--- config.mk ---
export PLATFORM = sky130hd
export DESIGN_NAME = cpu_mem_responder
export DESIGN_NICKNAME = d
export VERILOG_FILES = /design/src/rtl/cpu_pkg.sv /design/src/rtl/mem_array_16x8.sv /design/src/rtl/cpu_mem_responder.sv
export SDC_FILE = /design/constraint.sdc
export NUM_CORES = 1
export LEC_CHECK = 0
export BUFFER_PORTS_ARGS = -buffer_cell sky130_fd_sc_hd__buf_2
export CAP_MARGIN = 20
export CORE_ASPECT_RATIO = 1.75
export CORE_MARGIN = 3
export CORE_UTILIZATION = 56
export DETAILED_ROUTE_END_ITERATION = 10
export GPL_TIMING_DRIVEN = 0
export PLACE_DENSITY_LB_ADDON = 0.25
export SETUP_SLACK_MARGIN = 0.5
export SLEW_MARGIN = 20
export SYNTH_ARGS = -nofsm -noshare
export SYNTH_HDL_FRONTEND = slang
export SYNTH_SLANG_ARGS = --single-unit
--- constraint.sdc ---
create_clock -name clk -period 2.04 [get_ports clk]
set_input_delay 0.204 -clock clk [delete_from_list [all_inputs] [get_ports clk]]
set_output_delay 0.204 -clock clk [all_outputs]
set_load 0.01 [all_outputs]
--- src/rtl/cpu_pkg.sv ---
`default_nettype none
// ============================================================================
//  Module      : cpu_pkg
//  Description : Shared definitions for the CPU memory responder: bus widths,
//                the default wait-state count and the responder state type.
//  Revision    : 1.0 - initial release
// ============================================================================
package cpu_pkg;

    localparam int c_ADDR_W      = 4;   // matches MAR
    localparam int c_DATA_W      = 8;   // matches MBR / IR
    localparam int c_WAIT_CYCLES = 1;   // default wait states per access

    typedef enum logic [1:0] {
        IDLE = 2'd0,
        WAIT = 2'd1,
        RESP = 2'd2
    } mem_state_t;

endpackage
`default_nettype wire

--- src/rtl/mem_array_16x8.sv ---
`default_nettype none
// ============================================================================
//  Module      : mem_array_16x8
//  Description : 2**ADDR_W x DATA_W word store with two synchronous write
//                ports and one registered read port. Port A has priority over
//                port B when both write the same word in the same cycle.
//                A read returns the contents before any same-cycle write.
//  Ports       : clk, rst        - clock, synchronous active-high clear
//                i_a_we/addr/wdata - write port A (CPU, high priority)
//                i_b_we/addr/wdata - write port B (loader)
//                i_rd_en/i_rd_addr - registered read request
//                o_rd_data         - read data register (cleared on reset)
//  Revision    : 1.0 - initial release
// ============================================================================
module mem_array_16x8
    import cpu_pkg::*;
#(
    parameter int ADDR_W = c_ADDR_W,
    parameter int DATA_W = c_DATA_W
) (
    input  logic              clk,
    input  logic              rst,
    input  logic              i_a_we,
    input  logic [ADDR_W-1:0] i_a_addr,
    input  logic [DATA_W-1:0] i_a_wdata,
    input  logic              i_b_we,
    input  logic [ADDR_W-1:0] i_b_addr,
    input  logic [DATA_W-1:0] i_b_wdata,
    input  logic              i_rd_en,
    input  logic [ADDR_W-1:0] i_rd_addr,
    output logic [DATA_W-1:0] o_rd_data
);

    localparam int c_DEPTH = 1 << ADDR_W;

    logic [DATA_W-1:0] r_mem [c_DEPTH];
    logic [DATA_W-1:0] r_rd_data;

    always_ff @(posedge clk) begin
        if (rst) begin
            for (int i = 0; i < c_DEPTH; i++) begin
                r_mem[i] <= '0;
            end
            r_rd_data <= '0;
        end else begin
            // Port A is assigned last so it wins an address collision.
            if (i_b_we) begin
                r_mem[i_b_addr] <= i_b_wdata;
            end
            if (i_a_we) begin
                r_mem[i_a_addr] <= i_a_wdata;
            end
            if (i_rd_en) begin
                r_rd_data <= r_mem[i_rd_addr];
            end
        end
    end

    assign o_rd_data = r_rd_data;

endmodule
`default_nettype wire

--- src/rtl/cpu_mem_responder.sv ---
`default_nettype none
// ============================================================================
//  Module      : cpu_mem_responder
//  Description : Memory-side responder for the CPU MAR/MBR interface. Captures
//                a request, inserts WAIT_CYCLES wait states, then completes
//                the access with a one-cycle ack. A side-band loader can
//                write words at any time.
//  Options     : MEM_WR_PROTECT_EN - adds PROTECT_TOP parameter and err output;
//                CPU writes to addresses <= PROTECT_TOP are dropped and flagged.
//  Ports       : clk, reset                    - clock, sync active-high reset
//                req, we, addr, wdata          - CPU access request
//                rdata, ack, busy              - CPU response
//                load_en, load_addr, load_data - program loader
//                err (optional)                - protected-write flag
//  Revision    : 1.0 - initial release
// ============================================================================
module cpu_mem_responder
    import cpu_pkg::*;
#(
    parameter int ADDR_W      = c_ADDR_W,
    parameter int DATA_W      = c_DATA_W,
    parameter int WAIT_CYCLES = c_WAIT_CYCLES
`ifdef MEM_WR_PROTECT_EN
    ,
    parameter int PROTECT_TOP = 7
`endif
) (
    input  logic              clk,
    input  logic              reset,
    input  logic              req,
    input  logic              we,
    input  logic [ADDR_W-1:0] addr,
    input  logic [DATA_W-1:0] wdata,
    output logic [DATA_W-1:0] rdata,
    output logic              ack,
    output logic              busy,
    input  logic              load_en,
    input  logic [ADDR_W-1:0] load_addr,
    input  logic [DATA_W-1:0] load_data
`ifdef MEM_WR_PROTECT_EN
    ,
    output logic              err
`endif
);

    localparam logic [3:0] c_WAIT_LAST = (WAIT_CYCLES > 0) ? 4'(WAIT_CYCLES - 1) : 4'd0;

    mem_state_t        r_state;
    logic [3:0]        r_wait_cnt;
    logic [ADDR_W-1:0] r_addr_q;
    logic              r_we_q;
    logic [DATA_W-1:0] r_wdata_q;
    logic              r_ack;
    logic              r_busy;

    logic              w_go_resp;
    logic [ADDR_W-1:0] w_acc_addr;
    logic              w_acc_we;
    logic              w_rd_en;
    logic              w_cpu_wr;
    logic              w_protect_q;

    // The response registers (ack, rdata, err) are loaded on the edge that
    // enters RESP so they are valid during the RESP cycle itself. With zero
    // wait states that edge is also the capture edge, so the access fields
    // come straight from the bus while IDLE.
    assign w_go_resp  = ((r_state == IDLE) && req && (WAIT_CYCLES == 0)) ||
                        ((r_state == WAIT) && (r_wait_cnt == c_WAIT_LAST));
    assign w_acc_addr = (r_state == IDLE) ? addr : r_addr_q;
    assign w_acc_we   = (r_state == IDLE) ? we   : r_we_q;
    assign w_rd_en    = w_go_resp && !w_acc_we;

`ifdef MEM_WR_PROTECT_EN
    localparam logic [ADDR_W-1:0] c_PROTECT_TOP = PROTECT_TOP[ADDR_W-1:0];

    logic r_err;

    assign w_protect_q = (r_addr_q <= c_PROTECT_TOP);

    always_ff @(posedge clk) begin
        if (reset) begin
            r_err <= 1'b0;
        end else begin
            r_err <= w_go_resp && w_acc_we && (w_acc_addr <= c_PROTECT_TOP);
        end
    end

    assign err = r_err;
`else
    assign w_protect_q = 1'b0;
`endif

    // The CPU write commits at the end of the RESP cycle, which is the same
    // edge a loader write issued during RESP lands on; port A priority in the
    // array makes the CPU win that collision.
    assign w_cpu_wr = (r_state == RESP) && r_we_q && !w_protect_q;

    always_ff @(posedge clk) begin
        if (reset) begin
            r_state    <= IDLE;
            r_wait_cnt <= 4'd0;
            r_addr_q   <= '0;
            r_we_q     <= 1'b0;
            r_wdata_q  <= '0;
            r_ack      <= 1'b0;
            r_busy     <= 1'b0;
        end else begin
            r_ack <= w_go_resp;
            case (r_state)
                IDLE: begin
                    if (req) begin
                        r_addr_q   <= addr;
                        r_we_q     <= we;
                        r_wdata_q  <= wdata;
                        r_busy     <= 1'b1;
                        r_wait_cnt <= 4'd0;
                        r_state    <= (WAIT_CYCLES == 0) ? RESP : WAIT;
                    end
                end
                WAIT: begin
                    if (r_wait_cnt == c_WAIT_LAST) begin
                        r_wait_cnt <= 4'd0;
                        r_state    <= RESP;
                    end else begin
                        r_wait_cnt <= r_wait_cnt + 4'd1;
                    end
                end
                RESP: begin
                    r_busy  <= 1'b0;
                    r_state <= IDLE;
                end
                default: begin
                    r_busy     <= 1'b0;
                    r_wait_cnt <= 4'd0;
                    r_state    <= IDLE;
                end
            endcase
        end
    end

    mem_array_16x8 #(
        .ADDR_W (ADDR_W),
        .DATA_W (DATA_W)
    ) u_mem (
        .clk       (clk),
        .rst       (reset),
        .i_a_we    (w_cpu_wr),
        .i_a_addr  (r_addr_q),
        .i_a_wdata (r_wdata_q),
        .i_b_we    (load_en),
        .i_b_addr  (load_addr),
        .i_b_wdata (load_data),
        .i_rd_en   (w_rd_en),
        .i_rd_addr (w_acc_addr),
        .o_rd_data (rdata)
    );

    assign ack  = r_ack;
    assign busy = r_busy;

endmodule
`default_nettype wire
==> impl_metrics.py, run 1 <==
metrics = {
    "status": {
        "outcome": "complete, but fails checks",
        "violations": "setup timing",
    },
    "logic_synthesis": {
        "synth_edf_count": 128,
        "synth-seq-cells": 157,
        "syn_area_sq_um": 8690,
        "synth_flop_cell": "edfxtp_1",
        "ys_types": 53,
        "syn-num-nets": 1001,
        "ys_async_sr_fraction_pct": 0,
        "yosysWarnings": 0,
        "ys_seq_area_share_pct": 50.9,
        "syn_inst": 970,
        "syn_avg_cell_area_sq_um": 8.96,
    },
    "grt": {
        "track_usage_pct": 40.4,
        "grt_remaining_overflow": 0,
        "grt_pass1_vias": 8602,
        "grt_pass1_wl_um": 50500,
        "grt_max_degree": 17,
        "antenna_found_initial": 0,
    },
    "critical_path": {
        "r2r-end": "u_mem.o_rd_data[2]",
        "cp_max_fo": 8,
        "crit_path_top_delay_cell": "a222oi_1",
        "crit_family": "compound AO/OA/AOI/OAI gates",
        "crit_buf_inv": 3,
        "rrSetupSlack_ns": -0.39,
        "setup.worst_path.end": "u_mem.o_rd_data[2]",
        "cpPeakStageDelay_ns": 0.75,
        "cp-start-kind": "flop",
        "cp-end-kind": "flop",
        "r2r_cells": 8,
        "cpMostUsedCell": "buf_6",
        "startpoint": "r_state[1]",
        "critical_path_class": "reg -> reg",
        "cp.depth": 8,
        "cp.required_ns": 2.42,
        "rr_startpoint": "r_state[1]",
        "cp_data_arrival_time_ns": 2.81,
        "crit_chain": "buf_6, or3b_1, buf_6, nand2_8, buf_12, mux2i_4, a222oi_1, a221o_1",
    },
    "floorplan": {
        "io-pin-count": 39,
        "start_util_pct": 57.7,
        "core_sq_um": 15100,
        "fp.dieW_um": 100,
        "die-area_sq_um": 17100,
        "die_y_um": 171,
        "rows": 59,
    },
    "layout": {
        "drive_gt1_share_pct": 42.1,
        "design_area_sq_um": 12200,
        "regArea_sq_um": 4430,
        "antennaDiodeCount": 0,
        "layoutNonFillerInstCount": 1315,
        "nFillCells": 878,
        "final_nets": 1150,
        "layout_commonest_cell": "nand2_1",
        "multi_input_area_sq_um": 5020,
        "final_cell_mix": "nand2_1 (215), edfxtp_1 (128), o21ai_2 (103)",
        "area_growth_pct": 40.0,
    },
    "place": {
        "place_area_sq_um": 9310,
        "io_buffers": 28,
        "hpwl_um": 22500,
        "dp_slack_ns": -0.451,
        "gp_congestion": 0.980,
        "dp_cells": 1181,
    },
    "detailed_routing": {
        "avgViaCountPerCell": 7.03,
        "drtIter0Drc": 1013,
        "drtAntennaViolNets": 0,
        "num_vias": 9238,
        "drcViolationCount": 0,
        "drt_first_pass_iters": 7,
        "wirelength_um": 37700,
        "routedWlPerCell_um": 28.7,
    },
    "cts": {
        "htreeDepth": 4,
        "root_buffer": "clkbuf_16",
        "clk_pin_slew_ns": 0.07,
        "clkSinkCount": 157,
        "insertion_delay_ns": 0.45,
        "cts_tree": "built",
        "numCtsBuffers": 17,
        "cts.path.max_buffers": 2,
    },
    "sta": {
        "max_freq_mhz": 411,
        "layout_min_cycle_time_ns": 2.43,
        "rsz0062_at_grt": "yes",
        "setup_tns_ns": -23.18,
        "period_share_pct": 119,
        "fin_skew_ns": 0.0126,
        "slew_headroom_pct": 31.0,
        "drv_slew": 0,
        "setup_ws_ns": -0.393,
        "hold_viol": 0,
        "tightest_slew_ns": 1.04,
        "setup_viol": 221,
    },
    "power": {
        "seq_power_share_pct": 42.6,
        "power_density_nw_per_um2": 731,
        "peakVddDrop_mv": 0.520,
        "clock_power_share_pct": 38.1,
        "leakage_uw": 0.00444,
        "internal_power_uw": 6140,
        "comb_power_share_pct": 19.3,
        "switching_share_pct": 31.0,
        "p_switching_uw": 2760,
    },
    "worst_hold_path": {
        "hold_class": "in -> reg",
    },
    "flow_run": {
        "cap_violations": 0,
    },
}
## worst min-delay path by stage
stage,startpoint,to,slack [ns],depth (start not counted)
floorplan,we,r_we_q,0.34,2
global placement,we,r_we_q,0.45,3
detailed placement,we,r_we_q,0.45,3
CTS,wdata[3],r_wdata_q[3],0.002,3
global route,wdata[6],r_wdata_q[6],0.02,3
finish,wdata[7],r_wdata_q[7],0.003,3
## state kept, by name, summed over array words and instances (netlist names)
name,count
r_addr_q,4
r_wdata_q,8
u_mem.r_mem,128
r_wait_cnt,4
r_state,2
busy,1
ack,1
r_we_q,1
u_mem.o_rd_data,8
## synth_stat cells, types with 7 or more instances
cell type	number	share of area (%)
a222oi_1	8	0.92
buf_2	32	1.8
buf_1	9	0.39
nor2_2	7	0.50
nand3_1	50	2.9
o21ai_1	53	3.1
nand2b_1	12	0.86
nor2_1	22	0.95
and4_1	8	0.81
mux2i_1	32	3.7
clkbuf_1	40	1.7
a221o_1	8	0.92
nand2_1	298	13
dfxtp_1	29	6.7
or3_1	17	1.2
o21ai_0	101	5.8
a21oi_1	25	1.4
o211ai_1	16	1.4
a311oi_1	16	1.6
edfxtp_1	128	44
## kinds of logic after synthesis
logic type / count (synthesis) / share of synthesized area (%)
AO/OA/AOI/OAI: 236 / 16.1
XOR/XNOR: 2 / 0.202
adder cells (fa/ha/maj): 2 / 0.288
buffers and inverters: 92 / 4.97
flip-flops: 157 / 50.9
multiplexers: 33 / 3.84
AND/OR/NAND/NOR: 448 / 23.7
## routing by layer
metal | global-route usage [%] | part of all wire (%)
met5 | 0 | 0
met4 | 34.8 | 13
met3 | 8.08 | 11
met2 | 66.3 | 46
met1 | 43.8 | 30
## power groups by stage
stage	Sequential, uW	Clock, uW	Combinational (uW)
after floorplan	3800	0	795
after global placement	3830	0	1290
after detailed placement	3840	0	1300
after CTS	3770	3300	1420
after global routing	3790	3450	1760
final	3790	3390	1720
## tightest hold or removal path: stages
cell and delay, ns:
buf_2 0.10, nand2_1 0.05, a21oi_1 0.05
## what timing repair did
action / CTS / global route
hold endpoints to repair: 0 / 0
resized for setup: 199 / 252
gates cloned: 19 / 2
buffers inserted: 50 / 31
setup endpoints to repair: 285 / 285
hold buffers: 0 / 0
pin swaps: 61 / 73
## cell type report
type / instances / share of cell area (%)
tap: 183 / 1.88
clock inverter: 15 / 1.44
buffer: 89 / 5.39
inverter: 3 / 0.0926
clock buffer: 17 / 3.50
multi-input combinational: 723 / 41.3
sequential: 157 / 36.4
timing repair buffer: 128 / 10.0
## metrics by stage
| stage | hold slack [ns] | total power (uW) | util [%] |
|---|---|---|---|
| floorplan | 0.340 | 4590 | - |
| global placement | 0.446 | 5120 | 61.8 |
| detailed placement | 0.448 | 5130 | 61.8 |
| CTS | 0.00183 | 8490 | 73.1 |
| global route | 0.0168 | 9000 | 80.8 |
| finish | 0.00253 | 8890 | 80.8 |
No activity file was read; power rests on OpenSTA's default activity.
==> run 2: changes to the inputs <==
--- a/config.mk
+++ b/config.mk
@@ -12,9 +12,10 @@
 export CORE_UTILIZATION = 56
 export DETAILED_ROUTE_END_ITERATION = 10
 export GPL_TIMING_DRIVEN = 0
-export PLACE_DENSITY_LB_ADDON = 0.25
+export PLACE_DENSITY_LB_ADDON = 0.05
 export SETUP_SLACK_MARGIN = 0.5
 export SLEW_MARGIN = 20
 export SYNTH_ARGS = -nofsm -noshare
 export SYNTH_HDL_FRONTEND = slang
+export SYNTH_HIERARCHICAL = 1
 export SYNTH_SLANG_ARGS = --single-unit
==> run 2 against run 1 <==
Compared with the run above: the run now ends clean; sequential power fell by 2%; area after synthesis is 8.8% lower; fmax rose by 20%; first-iteration DRC count fell by 25%; worst setup slack better by 0.41 ns; non-clock buffer count down 58; cell area shrank 14%; die area decreased by 8.4%; clock power fell by 5%.
==> impl_metrics.py, run 2 <==
metrics = {
    "floorplan": {
        "fp.dieW_um": 95.9,
        "rows": 56,
        "core_sq_um": 13700,
        "io-pin-count": 39,
        "die_y_um": 163,
        "start_util_pct": 58.0,
        "die-area_sq_um": 15700,
    },
    "place": {
        "hpwl_um": 16400,
        "gp_congestion": 0.998,
        "dp_cells": 845,
        "io_buffers": 29,
        "dp_slack_ns": -0.603,
    },
    "critical_path": {
        "r2r_cells": 7,
        "cp_data_arrival_time_ns": 2.18,
        "cp_max_fo": 8,
        "cpMostUsedCell": "nor3_4",
        "crit_path_top_delay_cell": "or4b_4",
        "setup.worst_path.end": "u_mem/r_mem[0][0]",
        "rr_startpoint": "r_state[1]",
        "r2r-end": "u_mem/r_mem[0][0]",
        "cpPeakStageDelay_ns": 0.47,
        "startpoint": "r_state[1]",
        "rrSetupSlack_ns": 0.02,
        "cp-start-kind": "flop",
        "cp.required_ns": 2.20,
        "cp-end-kind": "flop",
        "critical_path_class": "reg -> reg",
        "crit_chain": "nand2_4, nor2_4, or4b_4, buf_12, nor3_4, nor3_4, a22o_1",
    },
    "logic_synthesis": {
        "ys_seq_area_share_pct": 55.8,
        "netlist_top_cells_area": "edfxtp_1 (48%), a22o_1 (14%), mux2i_1 (8.1%)",
        "syn_avg_cell_area_sq_um": 12.3,
        "syn_inst": 642,
        "syn-num-nets": 673,
        "ys_async_sr_fraction_pct": 0,
        "synth_flop_cell": "edfxtp_1",
        "synth_edf_count": 128,
        "synth.largest_area_cell": "edfxtp_1",
        "synth_common_cells": "a22o_1 (128), edfxtp_1 (128), mux2i_1 (64)",
        "yosysWarnings": 6,
        "synth_top_area_share_pct": 48.5,
        "synth-seq-cells": 157,
        "ys_types": 46,
        "syn_area_sq_um": 7930,
    },
    "power": {
        "clock_power_share_pct": 38.4,
        "seq_power_share_pct": 44.2,
        "fin_total_pwr_uw": 8420,
        "comb_power_share_pct": 17.4,
        "power_density_nw_per_um2": 806,
        "switching_share_pct": 28.4,
        "internal_power_uw": 6020,
        "p_switching_uw": 2390,
        "peakVddDrop_mv": 0.624,
        "leakage_uw": 0.00382,
    },
    "detailed_routing": {
        "drtIter0Drc": 759,
        "avgViaCountPerCell": 6.80,
        "drcViolationCount": 0,
        "drt_first_pass_iters": 5,
        "routedWlPerCell_um": 26.1,
        "wirelength_um": 24700,
        "num_vias": 6435,
        "drtAntennaViolNets": 0,
    },
    "layout": {
        "nFillCells": 841,
        "largest_reg_flops": 128,
        "fin_util_pct": 76.4,
        "layoutNonFillerInstCount": 946,
        "antennaDiodeCount": 0,
        "final_nets": 790,
        "final_cell_mix": "a22o_1 (128), edfxtp_1 (128), mux2i_1 (57)",
        "area_growth_pct": 31.7,
        "drive_gt1_share_pct": 35.0,
        "largest_register": "u_mem/r_mem",
    },
    "grt": {
        "antenna_found_initial": 0,
        "grt_remaining_overflow": 0,
        "grt_pass1_wl_um": 35800,
        "track_usage_pct": 31.8,
        "grt_max_degree": 18,
        "grt_pass1_vias": 6340,
    },
    "sta": {
        "tightest_slew_ns": 0.797,
        "rsz0062_at_grt": "yes",
        "worst_hold_slack_ns": 0.0192,
        "setup_ws_ns": 0.0191,
        "drv_slew": 0,
        "hold_viol": 0,
        "period_share_pct": 99.1,
        "layout_min_cycle_time_ns": 2.02,
        "setup_viol": 0,
        "slew_headroom_pct": 46.9,
        "fin_skew_ns": 0.00920,
        "max_freq_mhz": 495,
    },
    "cts": {
        "insertion_delay_ns": 0.42,
        "root_buffer": "clkbuf_16",
        "cts.path.max_buffers": 2,
        "numCtsBuffers": 17,
        "clk_pin_slew_ns": 0.07,
        "cts_tree": "built",
        "htreeDepth": 4,
        "clkSinkCount": 157,
    },
    "status": {
        "outcome": "finished clean",
    },
    "worst_hold_path": {
        "hold_class": "in -> reg",
    },
    "flow_run": {
        "cap_violations": 0,
    },
}
## run 2: changes by cell type in the layout (fill, tap and decap cells not counted), sizes merged, moves of 17 or more
cell	delta
nand2	-245
o21ai	-155
a22o	+128
buf	-46
mux2i	+31
nand3	-27
a22oi	+25
or3	-17
## run 2: cell type report
class	count	area, sq um	share of cell area, %
plain buffers	61	499	4.78
clock buffers	18	439	4.21
clock inverters	14	171	1.64
inverters	4	15.0	0.144
multi-input cells	420	3830	36.7
flip-flops and latches	157	4430	42.4
well taps	174	218	2.09
repair buffers	98	840	8.04
## run 2: per-stage QoR
| stage | instance area, sq um | TNS, ns |
|---|---|---|
| global placement | 8690 | -37.59 |
| floorplan | 8320 | -0.357 |
| CTS | 10200 | 0 |
| global route | 10400 | -0.385 |
| finish | 10400 | 0 |
| detailed placement | 8690 | -43.87 |
## run 2: cells by family after synthesis
family,count (synthesis),synth area share (%)
AOI/OAI and AO/OA,195,19.9
DFF,157,55.8
and+or+nand+nor,152,11.4
muxes,68,8.65
buffers and inverters,65,3.55
xor gates and xnor gates,3,0.331
adders and majority gates,2,0.316
## run 2: routing by layer
| metal | vias to the layer above | routed length (um) | global-route usage (%) |
|---|---|---|---|
| li1 | 2770 | - | - |
| met1 | 3124 | 8180 | 34.6 |
| met2 | 421 | 12900 | 55.3 |
| met3 | 120 | 1710 | 5.12 |
| met4 | 0 | 1900 | 21.6 |
| met5 | - | 0 | 0 |
## run 2: worst min-delay path by stage
stage	slack (ns)	to	cells after the start	start
6_report	0.02	r_wdata_q[1]	3	wdata[1]
5_1_grt	0.02	r_wdata_q[7]	3	wdata[7]
4_1_cts	0.01	r_we_q	3	we
3_5_place_dp	0.45	r_wdata_q[0]	2	r_wdata_q[0]
3_3_place_gp	0.44	r_wdata_q[1]	2	r_wdata_q[1]
2_1_floorplan	0.34	r_wdata_q[0]	2	wdata[0]
## run 2: worst max-delay path: cells and delay by family, from the launching register on
kind	cells	cell delay (ns)
AO/OA/AOI/OAI	1	0.24
buffers and inverters	1	0.16
flip-flops	1	0.40
AND/OR/NAND/NOR	5	0.96
## run 2: power by group through the flow
stage	clock [uW]	combinational, uW	sequential, uW
final	3230	1470	3720
after global routing	3390	1530	3730
after CTS	3250	1360	3710
after detailed placement	0	1170	3780
after global placement	0	1140	3770
after floorplan	0	812	3770
## run 2: repair_timing
item / CTS / global route
pin swaps: 34 / 38
endpoints found under the setup margin: 264 / 264
hold buffers: 0 / 0
buffers inserted: 53 / 16
resized for setup: 60 / 32
